===== src/rtl/init_arb_pkg.sv =====
// init_arb_pkg: shared payload width Y, ctrl mux codes and arbiter FSM states
package init_arb_pkg;
  localparam int Y = 8;
  localparam logic [1:0] CTRL_IDLE = 2'b00;
  localparam logic [1:0] CTRL_CH1 = 2'b01;
  localparam logic [1:0] CTRL_CH2 = 2'b10;
  typedef enum logic [1:0] {IDLE, SEND, CHECK, DROP} state_t;
endpackage


===== src/rtl/init_arb_if.sv =====
// init_arb_if: bus of init_arb (in1/in2 valid/data/ready offers, ctrl/chan1/chan2 mux outputs, err in, fault/busy status)
interface init_arb_if;
  import init_arb_pkg::*;
  logic in1_valid, in1_ready, in2_valid, in2_ready, err, fault, busy;
  logic [Y-1:0] in1_data, in2_data, chan1, chan2;
  logic [1:0] ctrl;
  modport master (
    output in1_valid, in1_data, in2_valid, in2_data, err,
    input in1_ready, in2_ready, ctrl, chan1, chan2, fault, busy
  );
  modport slave (
    input in1_valid, in1_data, in2_valid, in2_data, err,
    output in1_ready, in2_ready, ctrl, chan1, chan2, fault, busy
  );
endinterface


===== src/rtl/init_fifo2.sv =====
// init_fifo2: 2-entry FIFO with registered ready (c, rst_n, wr_valid/wr_data/wr_ready push side, pop/head/not_empty read side)
module init_fifo2 import init_arb_pkg::*; (
  input  logic         c,
  input  logic         rst_n,
  input  logic         wr_valid,
  input  logic [Y-1:0] wr_data,
  output logic         wr_ready,
  input  logic         pop,
  output logic [Y-1:0] head,
  output logic         not_empty
);
  logic [Y-1:0] mem [2];
  logic wp, rp, push;
  logic [1:0] cnt, cnt_nx;
  assign push = wr_valid && wr_ready;
  assign cnt_nx = cnt + {1'b0, push} - {1'b0, pop};
  assign head = mem[rp];
  assign not_empty = cnt != 2'd0;
  always_ff @(posedge c or negedge rst_n)
    if (!rst_n) begin
      wp <= 1'b0;
      rp <= 1'b0;
      cnt <= 2'd0;
      wr_ready <= 1'b0;
    end else begin
      wp <= wp ^ push;
      rp <= rp ^ pop;
      cnt <= cnt_nx;
      wr_ready <= cnt_nx < 2'd2;
    end
  always_ff @(posedge c)
    if (push) mem[wp] <= wr_data;
endmodule


===== src/rtl/init_arb.sv =====
// init_arb: round-robin two-source arbiter with per-entry retry/drop (c, rst_n, bus: init_arb_if.slave)
module init_arb import init_arb_pkg::*; #(
  parameter int MAX_RETRY = 3
) (
  input logic      c,
  input logic      rst_n,
  init_arb_if.slave bus
);
  localparam int RW = MAX_RETRY > 0 ? $clog2(MAX_RETRY + 1) : 1;
  localparam logic [RW-1:0] RMAX = RW'(MAX_RETRY);
  state_t st, st_nx;
  logic gnt, gnt_nx, last, last_nx, done, ne1, ne2, pop1, pop2;
  logic [RW-1:0] rty, rty_nx;
  logic [Y-1:0] head1, head2;
  init_fifo2 u_f1 (
    .c(c), .rst_n(rst_n), .wr_valid(bus.in1_valid), .wr_data(bus.in1_data), .wr_ready(bus.in1_ready),
    .pop(pop1), .head(head1), .not_empty(ne1)
  );
  init_fifo2 u_f2 (
    .c(c), .rst_n(rst_n), .wr_valid(bus.in2_valid), .wr_data(bus.in2_data), .wr_ready(bus.in2_ready),
    .pop(pop2), .head(head2), .not_empty(ne2)
  );
  always_comb begin
    done = st == DROP || (st == CHECK && !bus.err);
    gnt_nx = st == IDLE ? (ne1 && ne2 ? !last : ne2) : gnt;
    st_nx = st == IDLE ? (ne1 || ne2 ? SEND : IDLE) :
            st == SEND ? CHECK :
            st == CHECK ? (!bus.err ? IDLE : rty < RMAX ? SEND : DROP) : IDLE;
    rty_nx = done ? '0 : (st == CHECK && bus.err && rty < RMAX) ? rty + 1'b1 : rty;
    last_nx = done ? gnt : last;
    pop1 = done && !gnt;
    pop2 = done && gnt;
    bus.ctrl = (st == SEND || st == CHECK) ? (gnt ? CTRL_CH2 : CTRL_CH1) : CTRL_IDLE;
    bus.fault = st == DROP;
    bus.busy = st != IDLE;
  end
  always_ff @(posedge c or negedge rst_n)
    if (!rst_n) begin
      st <= IDLE;
      gnt <= 1'b0;
      last <= 1'b1;
      rty <= '0;
      bus.chan1 <= '0;
      bus.chan2 <= '0;
    end else begin
      st <= st_nx;
      gnt <= gnt_nx;
      last <= last_nx;
      rty <= rty_nx;
      if (st_nx == SEND && !gnt_nx) bus.chan1 <= head1;
      if (st_nx == SEND && gnt_nx) bus.chan2 <= head2;
    end
endmodule


===== src/flat_wrapper.sv =====
// flat-port wrapper written by rule: the top's interface ports become plain ports
module init_arb_flat import init_arb_pkg::*;
#(
  parameter int MAX_RETRY = 3
)
  (c, rst_n, bus_in1_valid, bus_in1_data, bus_in2_valid, bus_in2_data, bus_err, bus_in1_ready, bus_in2_ready, bus_ctrl, bus_chan1, bus_chan2, bus_fault, bus_busy);
  init_arb_if bus_i ();
  input logic c;
  input logic rst_n;
  input wire logic [$bits(bus_i.in1_valid)-1:0] bus_in1_valid;
  input wire logic [$bits(bus_i.in1_data)-1:0] bus_in1_data;
  input wire logic [$bits(bus_i.in2_valid)-1:0] bus_in2_valid;
  input wire logic [$bits(bus_i.in2_data)-1:0] bus_in2_data;
  input wire logic [$bits(bus_i.err)-1:0] bus_err;
  output wire logic [$bits(bus_i.in1_ready)-1:0] bus_in1_ready;
  output wire logic [$bits(bus_i.in2_ready)-1:0] bus_in2_ready;
  output wire logic [$bits(bus_i.ctrl)-1:0] bus_ctrl;
  output wire logic [$bits(bus_i.chan1)-1:0] bus_chan1;
  output wire logic [$bits(bus_i.chan2)-1:0] bus_chan2;
  output wire logic [$bits(bus_i.fault)-1:0] bus_fault;
  output wire logic [$bits(bus_i.busy)-1:0] bus_busy;
  assign bus_i.in1_valid = bus_in1_valid;
  assign bus_i.in1_data = bus_in1_data;
  assign bus_i.in2_valid = bus_in2_valid;
  assign bus_i.in2_data = bus_in2_data;
  assign bus_i.err = bus_err;
  assign bus_in1_ready = bus_i.in1_ready;
  assign bus_in2_ready = bus_i.in2_ready;
  assign bus_ctrl = bus_i.ctrl;
  assign bus_chan1 = bus_i.chan1;
  assign bus_chan2 = bus_i.chan2;
  assign bus_fault = bus_i.fault;
  assign bus_busy = bus_i.busy;
  init_arb #(.MAX_RETRY(MAX_RETRY)) u_core (.c(c), .rst_n(rst_n), .bus(bus_i));
endmodule

===== config.mk =====
export PLATFORM = sky130hd
export DESIGN_NAME = init_arb_flat
export DESIGN_NICKNAME = d
export VERILOG_FILES = /design/src/rtl/init_arb_pkg.sv /design/src/rtl/init_arb_if.sv /design/src/rtl/init_fifo2.sv /design/src/rtl/init_arb.sv /design/src/flat_wrapper.sv
export SDC_FILE = /design/constraint.sdc
export NUM_CORES = 1
export LEC_CHECK = 0
export CORE_MARGIN = 2
export CORE_UTILIZATION = 43
export CTS_CLUSTER_DIAMETER = 120
export CTS_CLUSTER_SIZE = 30
export DETAILED_ROUTE_END_ITERATION = 16
export PLACE_DENSITY = 0.66
export SYNTH_ARGS = -nofsm -noshare
export SYNTH_HDL_FRONTEND = slang
export SYNTH_SLANG_ARGS = --single-unit
export TNS_END_PERCENT = 100

===== constraint.sdc =====
create_clock -name c -period 2.65 [get_ports c]
set_input_delay 0.3975 -clock c [delete_from_list [all_inputs] [get_ports c]]
set_output_delay 0.3975 -clock c [all_outputs]
set_load 0.005 [all_outputs]

==> results.yml, run 1 <==
run_status:
  status: "complete, no violations"
floorplan:
  die_area_um2: 6670
  die_y_um: 81.7
  die-width_um: 81.7
  start_util_pct: 44.1
  core_um2: 5890
  row_count: 28
  pin_count: 43
final_layout:
  multi_input_area_um2: 761
  drive_above_1_share_pct: 23.3
  diodes: 0
  num-fill-cells: 477
  seq_area_um2: 1760
  nets: 248
  syn2layout_area_growth_pct: 26.3
clocking:
  ctsResizeCount: 0
  ctsHoldBuffers: 0
  clk_pin_slew_worst_paths_ps: 70
  clock_path_buffers: 2
  clock-sinks: 64
  htree_levels: 3
  post_cts.repair.setup_buffers: 0
  cts_tree: "built"
  cts_root_buf: "clkbuf_8"
  clk_latency_ps: 330
  numCtsBuffers: 9
place:
  io_buffer_count: 42
  hpwl_um: 3070
  gp_congestion: 0.786
  pre_cts_ws_ps: 204
critical_path:
  critPathMaxFanout: 6
  cp-start-kind: "register"
  cp.arrival_ps: 2450
  criticalPathCategory: "reg -> reg"
  worstSetupEndpointType: "register"
  required_ps: 2870
yosys:
  syn_nets: 196
  avgSynthCellArea_um2: 16.0
  ys_seq_elements: 64
  yosysSeqAreaShare_pct: 67.9
  synth-edff-count: 32
  synth_area_um2: 2590
  yosys_warnings: 0
  synthCells: 162
  async_flop_share_pct: 50.0
  ys_types: 27
  synth_flop_cell: "edfxtp_1"
timing:
  min_period_over_period_pct: 84.2
  finClkSkew_ps: 6.87
  finalCriticalPeriod_ps: 2230
  setup_viol: 0
  setup_tns_ps: 0
  tightest_slew_ps: 585
  hold_viol: 0
  slew_violations: 0
  whs_ps: 469
  rsz0062_at_grt: "false"
  max_freq_mhz: 448
  slew_headroom_pct: 60.6
  setup_ws_ps: 419
pwr:
  p_per_area_nw_per_um2: 1130
  finalPower_mw: 3.72
  ir_drop_mv: 0.638
  p_leak_nw: 1.33
routing:
  dr.pass1.iters: 4
  drcViolationCount: 0
  vias: 1437
  antenna_left: 0
  vias_per_cell: 4.89
  drtIter0Drc: 50
  wl_um: 4390
  wl_per_cell_um: 14.9
global_routing:
  globalRouteOverflowTotal: 0
  antenna_found_initial: 0
  grt_pass1_wl_um: 7200
  grt_max_degree: 33
  grt_usage_pct: 15.2
  grt_pass1_vias: 1604
flow_run:
  drv_cap: 0
hold_path:
  min-delay-path-class: "in -> async"
==> layout make-up <==
class,instances,area share [%]
sequential,64,53.8
multi-input combinational,80,23.2
timing repair buffer,43,13.1
clock buffer,11,4.31
tap,75,2.86
inverter,16,1.83
clock inverter,5,0.954
==> critical path, stage by stage (launching register included) <==
cell	delay (ps)
dfrtp_1	380
inv_1	90
ha_1	270
a21oi_1	270
nor2_1	140
ha_1	290
inv_1	40
ha_1	200
xnor2_1	190
xor2_1	200
inv_1	60
==> synth_stat cells, types with 2 or more instances <==
master	number	area, µm²
inv_1	16	60.1
edfxtp_1	32	961
nand2_1	3	11.3
dfrtp_1	31	776
xnor2_1	2	17.5
a21oi_1	2	10.0
nor2_1	4	15.0
o21ai_0	5	25.0
ha_1	13	163
xor2_1	4	35.0
mux2_2	32	360
and2_1	3	18.8
==> metrics by stage <==
stage	instance area [µm²]	utilization (%)	std cells
floorplan	2590	-	162
global placement	3110	52.8	278
detailed placement	3110	52.8	278
CTS	3280	55.7	294
global route	3280	55.7	294
finish	3280	55.7	294
==> cell usage in the layout, fill, tap and decap left out <==
master | synthesis | routed
a21o_1 | 1 | 1
a21oi_1 | 2 | 2
a21oi_4 | 1 | 1
a22oi_1 | 1 | 1
a2bb2oi_1 | 1 | 1
and2_1 | 3 | 3
buf_4 | 1 | 1
clkbuf_1 | 1 | 1
clkbuf_8 | 0 | 10
clkdlybuf4s50_1 | 0 | 42
clkinv_2 | 0 | 2
clkinvlp_4 | 0 | 2
dfrtp_1 | 31 | 31
dfstp_2 | 1 | 1
edfxtp_1 | 32 | 32
ha_1 | 13 | 13
inv_1 | 16 | 16
inv_4 | 0 | 1
mux2_2 | 32 | 32
nand2_1 | 3 | 3
nand3b_2 | 1 | 1
nand4_1 | 1 | 1
nand4bb_1 | 1 | 1
nor2_1 | 4 | 4
nor2b_1 | 1 | 1
nor3b_1 | 1 | 1
o211ai_1 | 1 | 1
o21ai_0 | 5 | 5
o41ai_1 | 1 | 1
or2_1 | 1 | 1
xnor2_1 | 2 | 2
xor2_1 | 4 | 4
==> where the power goes <==
group	leakage, nW	internal [mW]	switching [mW]
Combinational	0.567	0.821	0.541
Sequential	0.673	1.42	0.230
Clock	0.0857	0.361	0.348
==> kinds of logic after synthesis <==
logic type / share of synthesized area (%)
adder cells (fa/ha/maj): 6.27
AO/OA/AOI/OAI: 3.52
buffers and inverters: 2.75
XOR/XNOR: 2.03
flip-flops: 67.9
multiplexers: 13.9
AND/OR/NAND/NOR: 3.62
==> flip-flops by register name, summed over array words and instances (netlist names), 2 cells and up <==
| signal | cells |
|---|---|
| u_core.bus.chan1 | 8 |
| u_core.bus.chan2 | 8 |
| u_core.rty | 2 |
| u_core.st | 2 |
| u_core.u_f1.cnt | 2 |
| u_core.u_f1.mem | 16 |
| u_core.u_f2.cnt | 2 |
| u_core.u_f2.mem | 16 |
==> final timing paths <==
path	endpoint	slack [ps]	startpoint	cells after the start
max	u_core.u_f2.cnt[1]	420	u_core.st[0]	10
max reg2reg	u_core.u_f2.cnt[1]	420	u_core.st[0]	10
min	u_core.bus.chan2[4]	470	rst_n	2
max in group asynchronous	u_core.last	1850	rst_n	2
min reg2reg	u_core.bus.chan1[7]	510	u_core.bus.chan1[7]	1
min in group c	u_core.bus.chan1[7]	510	u_core.bus.chan1[7]	1
==> metal layers <==
layer | vias to the layer above | part of all wire (%) | GRT usage [%]
met5 | - | 0 | 0
li1 | 682 | - | -
met1 | 710 | 40 | 16.9
met3 | 10 | 5.0 | 5.60
met4 | 0 | 1.9 | 6.83
met2 | 35 | 53 | 26.1
Power figures use the tool's default switching activity.
==> inputs of run 2 (changes only) <==
Clock period 2.65 ns to 2.2 ns, I/O delays scaled along.
==> run 2 against run 1 <==
Against the previous run: first-iteration DRC count down 24%; critical path type unchanged; combinational power grew 26%; sequential power up 21%; highest routed layer unchanged; sequential share of layout area is 0.63 points lower; fmax increased by 6.4%.
==> results.yml, run 2 (synthesis results as in run 1) <==
run_status:
  status: "complete, no violations"
final_layout:
  drive_above_1_share_pct: 25.3
  syn2layout_area_growth_pct: 27.8
  diodes: 0
  nets: 254
  final_cell_mix: "clkdlybuf4s50_1, mux2_2, edfxtp_1"
  final_cell_area_um2: 3320
  final_common_cell: "clkdlybuf4s50_1"
  top_regs: "u_core.u_f1.mem: 16 flops, u_core.u_f2.mem: 16 flops"
routing:
  vias_per_cell: 4.83
  dr.pass1.iters: 4
  drtIter0Drc: 38
  vias: 1448
  antenna_left: 0
  wl_um: 4440
  drcViolationCount: 0
  wl_per_cell_um: 14.8
pwr:
  p_per_area_nw_per_um2: 1360
  p_leak_nw: 1.36
  ir_drop_mv: 0.875
critical_path:
  path_common_cell: "inv_1"
  cp-start-kind: "register"
  worstSetupEndpointType: "register"
  cp_num_buf_inv: 3
  cp.arrival_ps: 2310
  path_delay_family: "adder cells"
  reg2regPathDepth: 10
  criticalPathCategory: "reg -> reg"
  path_cells: "inv_1 > ha_2 > a21oi_2 > nor2_1 > ha_1 > inv_1 > ha_1 > xnor2_1 > xor2_1 > inv_1"
  required_ps: 2420
  critical-path-slowest-cell: "dfrtp_1"
  critPathMaxFanout: 6
  critPathMaxStageDelay_ps: 380
  cp.depth: 10
timing:
  max_freq_mhz: 477
  setup_ws_ps: 104
  min_period_over_period_pct: 95.3
  slew_headroom_pct: 66.8
  setup_viol: 0
  slew_violations: 0
  setup_tns_ps: 0
  rsz0062_at_grt: "false"
  tightest_slew_ps: 492
  finalCriticalPeriod_ps: 2100
  finClkSkew_ps: 8.44
  hold_viol: 0
place:
  gp_congestion: 0.753
  io_buffer_count: 42
  hpwl_um: 3180
  placed_area_um2: 3150
  pre_cts_ws_ps: -110
floorplan:
  row_count: 28
  die_y_um: 81.7
  start_util_pct: 44.1
  die_area_um2: 6670
  pin_count: 43
  core_um2: 5890
  die-width_um: 81.7
clocking:
  cts_tree: "built"
  clk_pin_slew_worst_paths_ps: 60
  clock_path_buffers: 2
  clock-sinks: 64
  ctsHoldBuffers: 0
  numCtsBuffers: 9
  clk_latency_ps: 340
  htree_levels: 3
  cts_root_buf: "clkbuf_8"
global_routing:
  grt_usage_pct: 15.1
  grt_pass1_wl_um: 7130
  globalRouteOverflowTotal: 0
  grt_max_degree: 33
  grt_pass1_vias: 1555
  antenna_found_initial: 0
flow_run:
  drv_cap: 0
hold_path:
  min-delay-path-class: "in -> async"
[run 2: layout make-up]
type	count	area, µm²
fillers	487	2570
repair buffers	49	475
multi-input cells	80	767
well taps	75	93.8
clock buffers	12	135
clock inverters	4	22.5
inverters	16	60.1
flip-flops and latches	64	1760
[run 2: path summary, 6_finish.rpt]
check | from | slack [ps] | to
hold / removal | rst_n | 400 | u_core.bus.chan2[5]
setup reg to reg | u_core.st[0] | 100 | u_core.u_f2.cnt[1]
setup / recovery | u_core.st[0] | 100 | u_core.u_f2.cnt[1]
hold reg to reg | u_core.bus.chan2[2] | 510 | u_core.bus.chan2[2]
max in group asynchronous | rst_n | 1460 | u_core.last
min in group c | u_core.bus.chan2[2] | 510 | u_core.bus.chan2[2]
[run 2: metrics by stage]
stage / cells / utilization, % / total power, mW / hold slack, ps
2_1_floorplan: 162 / - / 2.93 / 34.4
3_3_place_gp: 284 / 53.5 / 3.61 / 489
3_5_place_dp: 284 / 53.5 / 3.74 / 496
4_1_cts: 300 / 56.3 / 4.57 / 415
5_1_grt: 300 / 56.4 / 4.82 / 454
6_report: 300 / 56.4 / 4.50 / 403
[run 2: report_power, final]
| part | total [mW] | leakage (nW) | internal [mW] | switching, mW |
|---|---|---|---|---|
| clock | 0.811 | 0.0801 | 0.403 | 0.408 |
| combinational | 1.71 | 0.609 | 1.03 | 0.679 |
| sequential | 1.99 | 0.673 | 1.71 | 0.279 |
| total | 4.50 | 1.36 | 3.14 | 1.37 |
[run 2: timing repair]
item,4_1_cts,5_1_grt
endpoints found under the setup margin,1,10
setup buffers,0,0
pin swaps,0,1
resized for setup,1,2
[run 2: metal layers]
metal / part of all wire (%) / vias up / GRT usage (%) / routed length, µm
met5: 0 / - / 0 / 0
met3: 5.0 / 9 / 5.60 / 221
met2: 53 / 33 / 25.5 / 2340
met4: 1.3 / 0 / 5.67 / 57
li1: - / 692 / - / -
met1: 41 / 714 / 17.5 / 1810
